--- src/rtl/mem_if_pkg.sv ---
// rtl/mem_if_pkg.sv - shared types and helpers for the memory port initiator
package mem_if_pkg;

    localparam int CMD_ADDR_W = 8;
    localparam int CMD_DATA_W = 32;

    typedef enum logic {
        OP_READ  = 1'b0,
        OP_WRITE = 1'b1
    } mem_op_e;

    typedef struct packed {
        mem_op_e                op;
        logic [CMD_ADDR_W-1:0]  addr;
        logic [CMD_DATA_W-1:0]  wdata;
    } mem_cmd_t;

    typedef enum logic [1:0] {
        IDLE,
        REQ,
        RD_WAIT
    } init_state_e;

    function automatic logic [15:0] sat_inc16(input logic [15:0] v);
        return (v == 16'hFFFF) ? v : v + 16'd1;
    endfunction

endpackage

--- src/rtl/mem_port_initiator_if.sv ---
// rtl/mem_port_initiator_if.sv - host command, memory port and status bundle
interface mem_port_initiator_if #(
    parameter int ADDR_W = 8,
    parameter int DATA_W = 32
);
    logic              cmd_valid;
    logic              cmd_ready;
    logic              cmd_op;
    logic [ADDR_W-1:0] cmd_addr;
    logic [DATA_W-1:0] cmd_wdata;
    logic              mem_valid;
    logic              mem_op;
    logic [ADDR_W-1:0] mem_addr;
    logic [DATA_W-1:0] mem_wdata;
    logic              mem_ready;
    logic [DATA_W-1:0] mem_rdata;
    logic              rsp_valid;
    logic [ADDR_W-1:0] rsp_addr;
    logic [DATA_W-1:0] rsp_data;
    logic              busy;
    logic              err_timeout;
    logic [15:0]       wr_cnt;
    logic [15:0]       rd_cnt;

    modport master (
        input  cmd_valid, cmd_op, cmd_addr, cmd_wdata, mem_ready, mem_rdata,
        output cmd_ready, mem_valid, mem_op, mem_addr, mem_wdata,
               rsp_valid, rsp_addr, rsp_data, busy, err_timeout, wr_cnt, rd_cnt
    );

    modport slave (
        output cmd_valid, cmd_op, cmd_addr, cmd_wdata, mem_ready, mem_rdata,
        input  cmd_ready, mem_valid, mem_op, mem_addr, mem_wdata,
               rsp_valid, rsp_addr, rsp_data, busy, err_timeout, wr_cnt, rd_cnt
    );
endinterface

--- src/rtl/mem_cmd_fifo.sv ---
// rtl/mem_cmd_fifo.sv - synchronous command FIFO with registered ready
module mem_cmd_fifo
    import mem_if_pkg::*;
#(
    parameter type T     = mem_cmd_t,
    parameter int  DEPTH = 4
) (
    input  logic clk,
    input  logic rst,
    input  logic push,
    input  T     push_data,
    input  logic pop,
    output T     pop_data,
    output logic empty,
    output logic ready
);
    localparam int PW = $clog2(DEPTH) + 1;

    logic [PW-1:0] wr_ptr_q, wr_ptr_d, rd_ptr_q, rd_ptr_d;
    logic          ready_q, ready_d;
    logic          full, do_push, do_pop;
    T              mem_q [DEPTH];

    function automatic logic is_full(input logic [PW-1:0] w, input logic [PW-1:0] r);
        return (w[PW-1] != r[PW-1]) && (w[PW-2:0] == r[PW-2:0]);
    endfunction

    assign full     = is_full(wr_ptr_q, rd_ptr_q);
    assign empty    = (wr_ptr_q == rd_ptr_q);
    assign do_pop   = pop && !empty;
    // A pop frees the head slot, so a full FIFO may still take a push that cycle.
    assign do_push  = push && (!full || do_pop);
    assign pop_data = mem_q[rd_ptr_q[PW-2:0]];
    assign ready    = ready_q;

    always_comb begin
        wr_ptr_d = wr_ptr_q + {{(PW-1){1'b0}}, do_push};
        rd_ptr_d = rd_ptr_q + {{(PW-1){1'b0}}, do_pop};
        ready_d  = !is_full(wr_ptr_d, rd_ptr_d);
    end

    always_ff @(posedge clk or posedge rst) begin
        if (rst) begin
            wr_ptr_q <= '0;
            rd_ptr_q <= '0;
            ready_q  <= 1'b0;
        end else begin
            wr_ptr_q <= wr_ptr_d;
            rd_ptr_q <= rd_ptr_d;
            ready_q  <= ready_d;
        end
    end

    always_ff @(posedge clk) begin
        if (do_push) mem_q[wr_ptr_q[PW-2:0]] <= push_data;
    end

endmodule

--- src/rtl/mem_port_initiator.sv ---
// rtl/mem_port_initiator.sv - drives one memory port from a queued host command stream
module mem_port_initiator
    import mem_if_pkg::*;
#(
    parameter int ADDR_W     = 8,
    parameter int DATA_W     = 32,
    parameter int FIFO_DEPTH = 4,
    parameter int RD_LAT     = 1,
    parameter int TIMEOUT    = 64
) (
    input  logic                 clk,
    input  logic                 rst,
    mem_port_initiator_if.master bus
);
    localparam int WW = $clog2(TIMEOUT + 1);
    localparam int LW = $clog2(RD_LAT + 1);

    typedef struct packed {
        mem_op_e           op;
        logic [ADDR_W-1:0] addr;
        logic [DATA_W-1:0] wdata;
    } cmd_t;

    cmd_t              push_cmd, head;
    logic              fifo_empty, fifo_ready, push, pop;
    init_state_e       state_q, state_d;
    logic              mem_valid_q, mem_valid_d;
    mem_op_e           mem_op_q, mem_op_d;
    logic [ADDR_W-1:0] mem_addr_q, mem_addr_d;
    logic [DATA_W-1:0] mem_wdata_q, mem_wdata_d;
    logic [WW-1:0]     wait_q, wait_d, wait_inc;
    logic [LW-1:0]     lat_q, lat_d;
    logic              rsp_valid_q, rsp_valid_d;
    logic [ADDR_W-1:0] rsp_addr_q, rsp_addr_d;
    logic [DATA_W-1:0] rsp_data_q, rsp_data_d;
    logic              err_q, err_d;
    logic [15:0]       wr_cnt_q, wr_cnt_d, rd_cnt_q, rd_cnt_d;

    assign push     = bus.cmd_valid && fifo_ready;
    assign push_cmd = '{op: mem_op_e'(bus.cmd_op), addr: bus.cmd_addr, wdata: bus.cmd_wdata};
    assign wait_inc = wait_q + WW'(1);

    mem_cmd_fifo #(.T(cmd_t), .DEPTH(FIFO_DEPTH)) u_fifo (
        .clk       (clk),
        .rst       (rst),
        .push      (push),
        .push_data (push_cmd),
        .pop       (pop),
        .pop_data  (head),
        .empty     (fifo_empty),
        .ready     (fifo_ready)
    );

    always_comb begin
        state_d     = state_q;
        mem_valid_d = mem_valid_q;
        mem_op_d    = mem_op_q;
        mem_addr_d  = mem_addr_q;
        mem_wdata_d = mem_wdata_q;
        wait_d      = wait_q;
        lat_d       = lat_q;
        rsp_valid_d = 1'b0;
        rsp_addr_d  = rsp_addr_q;
        rsp_data_d  = rsp_data_q;
        err_d       = err_q;
        wr_cnt_d    = wr_cnt_q;
        rd_cnt_d    = rd_cnt_q;
        pop         = 1'b0;
        case (state_q)
            IDLE: begin
                if (!fifo_empty) begin
                    pop         = 1'b1;
                    mem_valid_d = 1'b1;
                    mem_op_d    = head.op;
                    mem_addr_d  = head.addr;
                    mem_wdata_d = head.wdata;
                    wait_d      = '0;
                    state_d     = REQ;
                end
            end
            REQ: begin
                // Ready is checked before the timeout so a last-cycle accept is never aborted.
                if (bus.mem_ready) begin
                    mem_valid_d = 1'b0;
                    if (mem_op_q == OP_WRITE) begin
                        wr_cnt_d = sat_inc16(wr_cnt_q);
                        state_d  = IDLE;
                    end else begin
                        rsp_addr_d = mem_addr_q;
                        lat_d      = LW'(1);
                        state_d    = RD_WAIT;
                    end
                end else if (wait_inc == WW'(TIMEOUT)) begin
                    mem_valid_d = 1'b0;
                    err_d       = 1'b1;
                    state_d     = IDLE;
                end else begin
                    wait_d = wait_inc;
                end
            end
            RD_WAIT: begin
                if (lat_q == LW'(RD_LAT)) begin
                    rsp_valid_d = 1'b1;
                    rsp_data_d  = bus.mem_rdata;
                    rd_cnt_d    = sat_inc16(rd_cnt_q);
                    state_d     = IDLE;
                end else begin
                    lat_d = lat_q + LW'(1);
                end
            end
            default: state_d = IDLE;
        endcase
    end

    always_ff @(posedge clk or posedge rst) begin
        if (rst) begin
            state_q     <= IDLE;
            mem_valid_q <= 1'b0;
            mem_op_q    <= OP_READ;
            mem_addr_q  <= '0;
            mem_wdata_q <= '0;
            wait_q      <= '0;
            lat_q       <= '0;
            rsp_valid_q <= 1'b0;
            rsp_addr_q  <= '0;
            rsp_data_q  <= '0;
            err_q       <= 1'b0;
            wr_cnt_q    <= '0;
            rd_cnt_q    <= '0;
        end else begin
            state_q     <= state_d;
            mem_valid_q <= mem_valid_d;
            mem_op_q    <= mem_op_d;
            mem_addr_q  <= mem_addr_d;
            mem_wdata_q <= mem_wdata_d;
            wait_q      <= wait_d;
            lat_q       <= lat_d;
            rsp_valid_q <= rsp_valid_d;
            rsp_addr_q  <= rsp_addr_d;
            rsp_data_q  <= rsp_data_d;
            err_q       <= err_d;
            wr_cnt_q    <= wr_cnt_d;
            rd_cnt_q    <= rd_cnt_d;
        end
    end

    assign bus.cmd_ready   = fifo_ready;
    assign bus.mem_valid   = mem_valid_q;
    assign bus.mem_op      = mem_op_q;
    assign bus.mem_addr    = mem_addr_q;
    assign bus.mem_wdata   = mem_wdata_q;
    assign bus.rsp_valid   = rsp_valid_q;
    assign bus.rsp_addr    = rsp_addr_q;
    assign bus.rsp_data    = rsp_data_q;
    assign bus.busy        = !fifo_empty || (state_q != IDLE);
    assign bus.err_timeout = err_q;
    assign bus.wr_cnt      = wr_cnt_q;
    assign bus.rd_cnt      = rd_cnt_q;

endmodule
--- src/flat_wrapper.sv ---
// flat-port wrapper written by rule: the top's interface ports become plain ports
module mem_port_initiator_flat import mem_if_pkg::*;
#(
    parameter int ADDR_W     = 8,
    parameter int DATA_W     = 32,
    parameter int FIFO_DEPTH = 4,
    parameter int RD_LAT     = 1,
    parameter int TIMEOUT    = 64
)
  (clk, rst, bus_cmd_valid, bus_cmd_op, bus_cmd_addr, bus_cmd_wdata, bus_mem_ready, bus_mem_rdata, bus_cmd_ready, bus_mem_valid, bus_mem_op, bus_mem_addr, bus_mem_wdata, bus_rsp_valid, bus_rsp_addr, bus_rsp_data, bus_busy, bus_err_timeout, bus_wr_cnt, bus_rd_cnt);
  mem_port_initiator_if #(.ADDR_W(ADDR_W), .DATA_W(DATA_W)) bus_i ();
  input  logic clk;
  input  logic rst;
  input wire logic [$bits(bus_i.cmd_valid)-1:0] bus_cmd_valid;
  input wire logic [$bits(bus_i.cmd_op)-1:0] bus_cmd_op;
  input wire logic [$bits(bus_i.cmd_addr)-1:0] bus_cmd_addr;
  input wire logic [$bits(bus_i.cmd_wdata)-1:0] bus_cmd_wdata;
  input wire logic [$bits(bus_i.mem_ready)-1:0] bus_mem_ready;
  input wire logic [$bits(bus_i.mem_rdata)-1:0] bus_mem_rdata;
  output wire logic [$bits(bus_i.cmd_ready)-1:0] bus_cmd_ready;
  output wire logic [$bits(bus_i.mem_valid)-1:0] bus_mem_valid;
  output wire logic [$bits(bus_i.mem_op)-1:0] bus_mem_op;
  output wire logic [$bits(bus_i.mem_addr)-1:0] bus_mem_addr;
  output wire logic [$bits(bus_i.mem_wdata)-1:0] bus_mem_wdata;
  output wire logic [$bits(bus_i.rsp_valid)-1:0] bus_rsp_valid;
  output wire logic [$bits(bus_i.rsp_addr)-1:0] bus_rsp_addr;
  output wire logic [$bits(bus_i.rsp_data)-1:0] bus_rsp_data;
  output wire logic [$bits(bus_i.busy)-1:0] bus_busy;
  output wire logic [$bits(bus_i.err_timeout)-1:0] bus_err_timeout;
  output wire logic [$bits(bus_i.wr_cnt)-1:0] bus_wr_cnt;
  output wire logic [$bits(bus_i.rd_cnt)-1:0] bus_rd_cnt;
  assign bus_i.cmd_valid = bus_cmd_valid;
  assign bus_i.cmd_op = bus_cmd_op;
  assign bus_i.cmd_addr = bus_cmd_addr;
  assign bus_i.cmd_wdata = bus_cmd_wdata;
  assign bus_i.mem_ready = bus_mem_ready;
  assign bus_i.mem_rdata = bus_mem_rdata;
  assign bus_cmd_ready = bus_i.cmd_ready;
  assign bus_mem_valid = bus_i.mem_valid;
  assign bus_mem_op = bus_i.mem_op;
  assign bus_mem_addr = bus_i.mem_addr;
  assign bus_mem_wdata = bus_i.mem_wdata;
  assign bus_rsp_valid = bus_i.rsp_valid;
  assign bus_rsp_addr = bus_i.rsp_addr;
  assign bus_rsp_data = bus_i.rsp_data;
  assign bus_busy = bus_i.busy;
  assign bus_err_timeout = bus_i.err_timeout;
  assign bus_wr_cnt = bus_i.wr_cnt;
  assign bus_rd_cnt = bus_i.rd_cnt;
  mem_port_initiator #(.ADDR_W(ADDR_W), .DATA_W(DATA_W), .FIFO_DEPTH(FIFO_DEPTH), .RD_LAT(RD_LAT), .TIMEOUT(TIMEOUT)) u_core (.clk(clk), .rst(rst), .bus(bus_i));
endmodule
--- config.mk ---
export PLATFORM = sky130hd
export DESIGN_NAME = mem_port_initiator_flat
export DESIGN_NICKNAME = d
export VERILOG_FILES = /design/src/rtl/mem_if_pkg.sv /design/src/rtl/mem_port_initiator_if.sv /design/src/rtl/mem_cmd_fifo.sv /design/src/rtl/mem_port_initiator.sv /design/src/flat_wrapper.sv
export SDC_FILE = /design/constraint.sdc
export NUM_CORES = 1
export LEC_CHECK = 0
export ABC_AREA = 1
export BUFFER_PORTS_ARGS = -buffer_cell sky130_fd_sc_hd__buf_2
export CORE_MARGIN = 2
export CORE_UTILIZATION = 41
export CTS_CLUSTER_SIZE = 10
export DETAILED_ROUTE_END_ITERATION = 8
export PLACE_DENSITY = 0.74
export SLEW_MARGIN = 15
export SYNTH_ARGS = -nofsm -noshare
export SYNTH_HDL_FRONTEND = slang
export SYNTH_SLANG_ARGS = --single-unit
--- constraint.sdc ---
create_clock -name clk -period 3.8 [get_ports clk]
set_input_delay 0.38 -clock clk [delete_from_list [all_inputs] [get_ports clk]]
set_output_delay 0.38 -clock clk [all_outputs]
set_load 0.005 [all_outputs]
==> impl_metrics.py <==
metrics = {
    "sta": {
        "rsz0062_at_grt": "no",
        "setup_violations": 0,
        "hold_violations": 0,
        "relSlewSlack_pct": 30.0,
        "timing.final.crit_period_ps": 2770,
        "finalClockSkew_ps": 14.4,
        "post-route-period-util_pct": 73.0,
        "fmax_ghz": 0.361,
        "worstMarginPinSlew_ps": 1050,
        "slew_viol_final": 0,
    },
    "floorplanning": {
        "io_pins": 195,
        "coreArea_um2": 28700,
        "start_util_pct": 41.7,
        "fp.dieW_um": 175,
        "die_area_um2": 30600,
        "rows": 62,
        "die_h_um": 175,
    },
    "setup_path": {
        "crit_path_cell_trace": "xor2_1, a21oi_1, nand2_1, nand2_1, inv_2, ha_1, ha_1, xor2_1, xor2_1, nand3_1",
        "cp_max_fo": 51,
        "path_common_cell": "xor2_1",
        "reg2regPathDepth": 10,
        "crit_start": "u_core.u_fifo.wr_ptr_q[0]",
        "cpPeakStageDelay_ps": 760,
        "ff2ff_setup_slack_ps": 1030,
        "crit_buf_inv": 1,
        "cp_num_cells": 10,
        "path_class": "flip-flop to flip-flop",
        "reg2reg_from": "u_core.u_fifo.wr_ptr_q[0]",
        "required_ps": 4180,
        "end_kind": "flip-flop",
        "worst_path_max_delay_cell": "inv_2",
        "r2r-end": "u_core.u_fifo.ready",
        "startpoint_type": "flip-flop",
        "cp.arrival_ps": 3150,
        "critPathTopFamily": "buffers and inverters",
        "worstSetupEndpoint": "u_core.u_fifo.ready",
    },
    "grt": {
        "grt_pass1_wl_um": 42800,
        "antenna_found_initial": 5,
        "groute.usage.overall_pct": 17.5,
        "grt_pass1_vias": 8255,
        "gr-total-overflow": 0,
        "grt_max_degree": 85,
    },
    "cells_and_area": {
        "regArea_um2": 8260,
        "drive_above_1_share_pct": 22.6,
        "fill_cells": 2557,
        "final_util_pct": 50.4,
        "layout.cells.non_filler": 1680,
        "num-nets-final": 1354,
        "area_growth_pct": 20.7,
        "multi_input_area_um2": 3330,
    },
    "clock_tree": {
        "cts_tree": "done",
        "cts.repair.resized": 0,
        "clk_path_buf_depth": 3,
        "cts_root_buffer": "clkbuf_16",
        "path_clk_slew_ps": 60,
        "cts_htree_levels": 2,
        "worstSkewPairLatency_ps": 520,
        "cts_buffers": 36,
        "postCtsSetupBuffers": 0,
        "clock-sinks": 297,
    },
    "synthesis": {
        "ys_warn_count": 0,
        "synth_cells": 1068,
        "synth_edf_count": 164,
        "postSynth.asyncResetShare_pct": 44.8,
        "ys_types": 35,
        "synth_nets": 1153,
        "yosys-top-cells-area": "edfxtp_1, dfrtp_1, nand2_1",
        "synth-main-ff-cell": "edfxtp_1",
        "ys_seq_area_share_pct": 68.9,
        "synth-seq-cells": 297,
        "post-synth-top-area-cell": "edfxtp_1",
        "synth_area_um2": 12000,
        "postSynthAreaPerCell_um2": 11.2,
        "synth_top_area_share_pct": 41.1,
    },
    "routing": {
        "drtIter0Drc": 600,
        "drc_errors": 0,
        "vias": 8428,
        "wl_um": 26900,
        "postRouteAntennaNets": 0,
        "drt_pass1_iterations": 7,
        "via_per_inst": 5.02,
        "wl_per_cell_um": 16.0,
    },
    "power_and_ir_drop": {
        "ir_worst_vdd_mv": 0.496,
        "leakage_nw": 6.20,
        "power_density_nw_per_um2": 801,
        "total_power_w": 0.0116,
    },
    "status": {
        "status": "complete, no violations",
    },
    "placed_design": {
        "gp_congestion": 0.872,
        "dp_cells": 1614,
        "place_hpwl_um": 16200,
        "io_buffers": 194,
    },
    "worst_hold_path": {
        "hold_class": "primary input to flip-flop",
    },
    "job": {
        "drv_cap": 0,
    },
}
synthesized netlist by cell type (all sizes together), types with 13 or more instances:
cell type	count
o21ai	80
nor3	16
xor2	20
inv	49
xnor2	13
dfrtp	133
nand3	30
clkbuf	19
nand2	302
o32ai	41
nor2	153
edfxtp	164
buf	25
through the flow:
| step | setup WS [ps] | hold WS (ps) | TNS, ps | instance area, um2 |
|---|---|---|---|---|
| 2_1_floorplan | -364 | 436 | -59710 | 12000 |
| 3_3_place_gp | 1200 | 420 | 0 | 13300 |
| 3_5_place_dp | 1020 | 415 | 0 | 13300 |
| 4_1_cts | 992 | 43.0 | 0 | 14400 |
| 5_1_grt | 804 | 51.0 | 0 | 14400 |
| 6_report | 1030 | 67.3 | 0 | 14500 |
logic make-up (layout without fill, tap and decap cells):
group                      after synthesis  after routing  share of synthesized area (%)
xor gates and xnor gates                33             33                           2.41
AOI/OAI and AO/OA                      124            124                           6.74
DFF                                    297            297                           68.9
buffers and inverters                   93            317                           3.40
other                                    0              4                              0
adders and majority gates                8              8                          0.836
and+or+nand+nor                        513            513                           17.7
metal layers:
| metal | part of all wire (%) | global-route usage [%] | vias up |
|---|---|---|---|
| met5 | 0.078 | 0 | - |
| met4 | 1.8 | 4.31 | 4 |
| met3 | 7.7 | 4.72 | 45 |
| met2 | 48 | 29.4 | 268 |
| met1 | 43 | 22.5 | 4082 |
| li1 | - | - | 4029 |
repair_timing:
action,in CTS,in global routing
endpoints found under the setup margin,0,0
hold buffers,1,0
endpoints found under the hold margin,17,0
layout make-up:
cell class                 count  area share [%]
timing repair buffer         207            7.58
inverter                      49            1.32
clock buffer                  57            7.00
antenna                        4          0.0693
tap                          384            3.32
multi-input combinational    678            23.1
clock inverter                 4           0.519
sequential                   297            57.1
cells in the final DEF (no fill, tap or decap), drive strengths merged, types with 7 or more instances in the layout:
master,synthesis,layout
nand2,302,302
buf,25,206
edfxtp,164,164
nor2,153,153
dfrtp,133,133
o21ai,80,80
clkbuf,19,57
inv,49,50
o32ai,41,41
nand3,30,30
xor2,20,20
nor3,16,16
xnor2,13,13
ha,8,8
nand4,7,7
worst min path at each step:
stage / cells after the start / to / from / slack [ps]
3_3_place_gp: 2 / u_core.bus.rd_cnt[10] / rst / 420
3_5_place_dp: 2 / u_core.bus.rd_cnt[10] / rst / 410
5_1_grt: 1 / u_core.u_fifo.mem_q[2][0] / bus_cmd_wdata[0] / 50
6_report: 1 / u_core.u_fifo.mem_q[0][1] / bus_cmd_wdata[1] / 70
4_1_cts: 3 / u_core.bus.rsp_data[11] / bus_mem_rdata[11] / 40
2_1_floorplan: 1 / u_core.state_q[1] / u_core.lat_q / 440
registers in the layout (all words and copies together) (netlist names):
signal	count
u_core.bus.err_timeout	1
u_core.bus.mem_addr	8
u_core.bus.mem_op	1
u_core.bus.mem_valid	1
u_core.bus.mem_wdata	32
u_core.bus.rd_cnt	16
u_core.bus.rsp_addr	8
u_core.bus.rsp_data	32
u_core.bus.rsp_valid	1
u_core.bus.wr_cnt	16
u_core.lat_q	1
u_core.state_q	2
u_core.u_fifo.mem_q	164
u_core.u_fifo.rd_ptr_q	3
u_core.u_fifo.ready	1
u_core.u_fifo.wr_ptr_q	3
u_core.wait_q	7
report_power, final:
part / internal (W) / switching, W / total [W] / leakage [nW]
combinational: 0.00124 / 0.00234 / 0.00358 / 2.49
sequential: 0.00439 / 0.000445 / 0.00484 / 3.18
clock: 0.00190 / 0.00126 / 0.00316 / 0.523
Note: power is estimated with default switching activity, not from simulation.
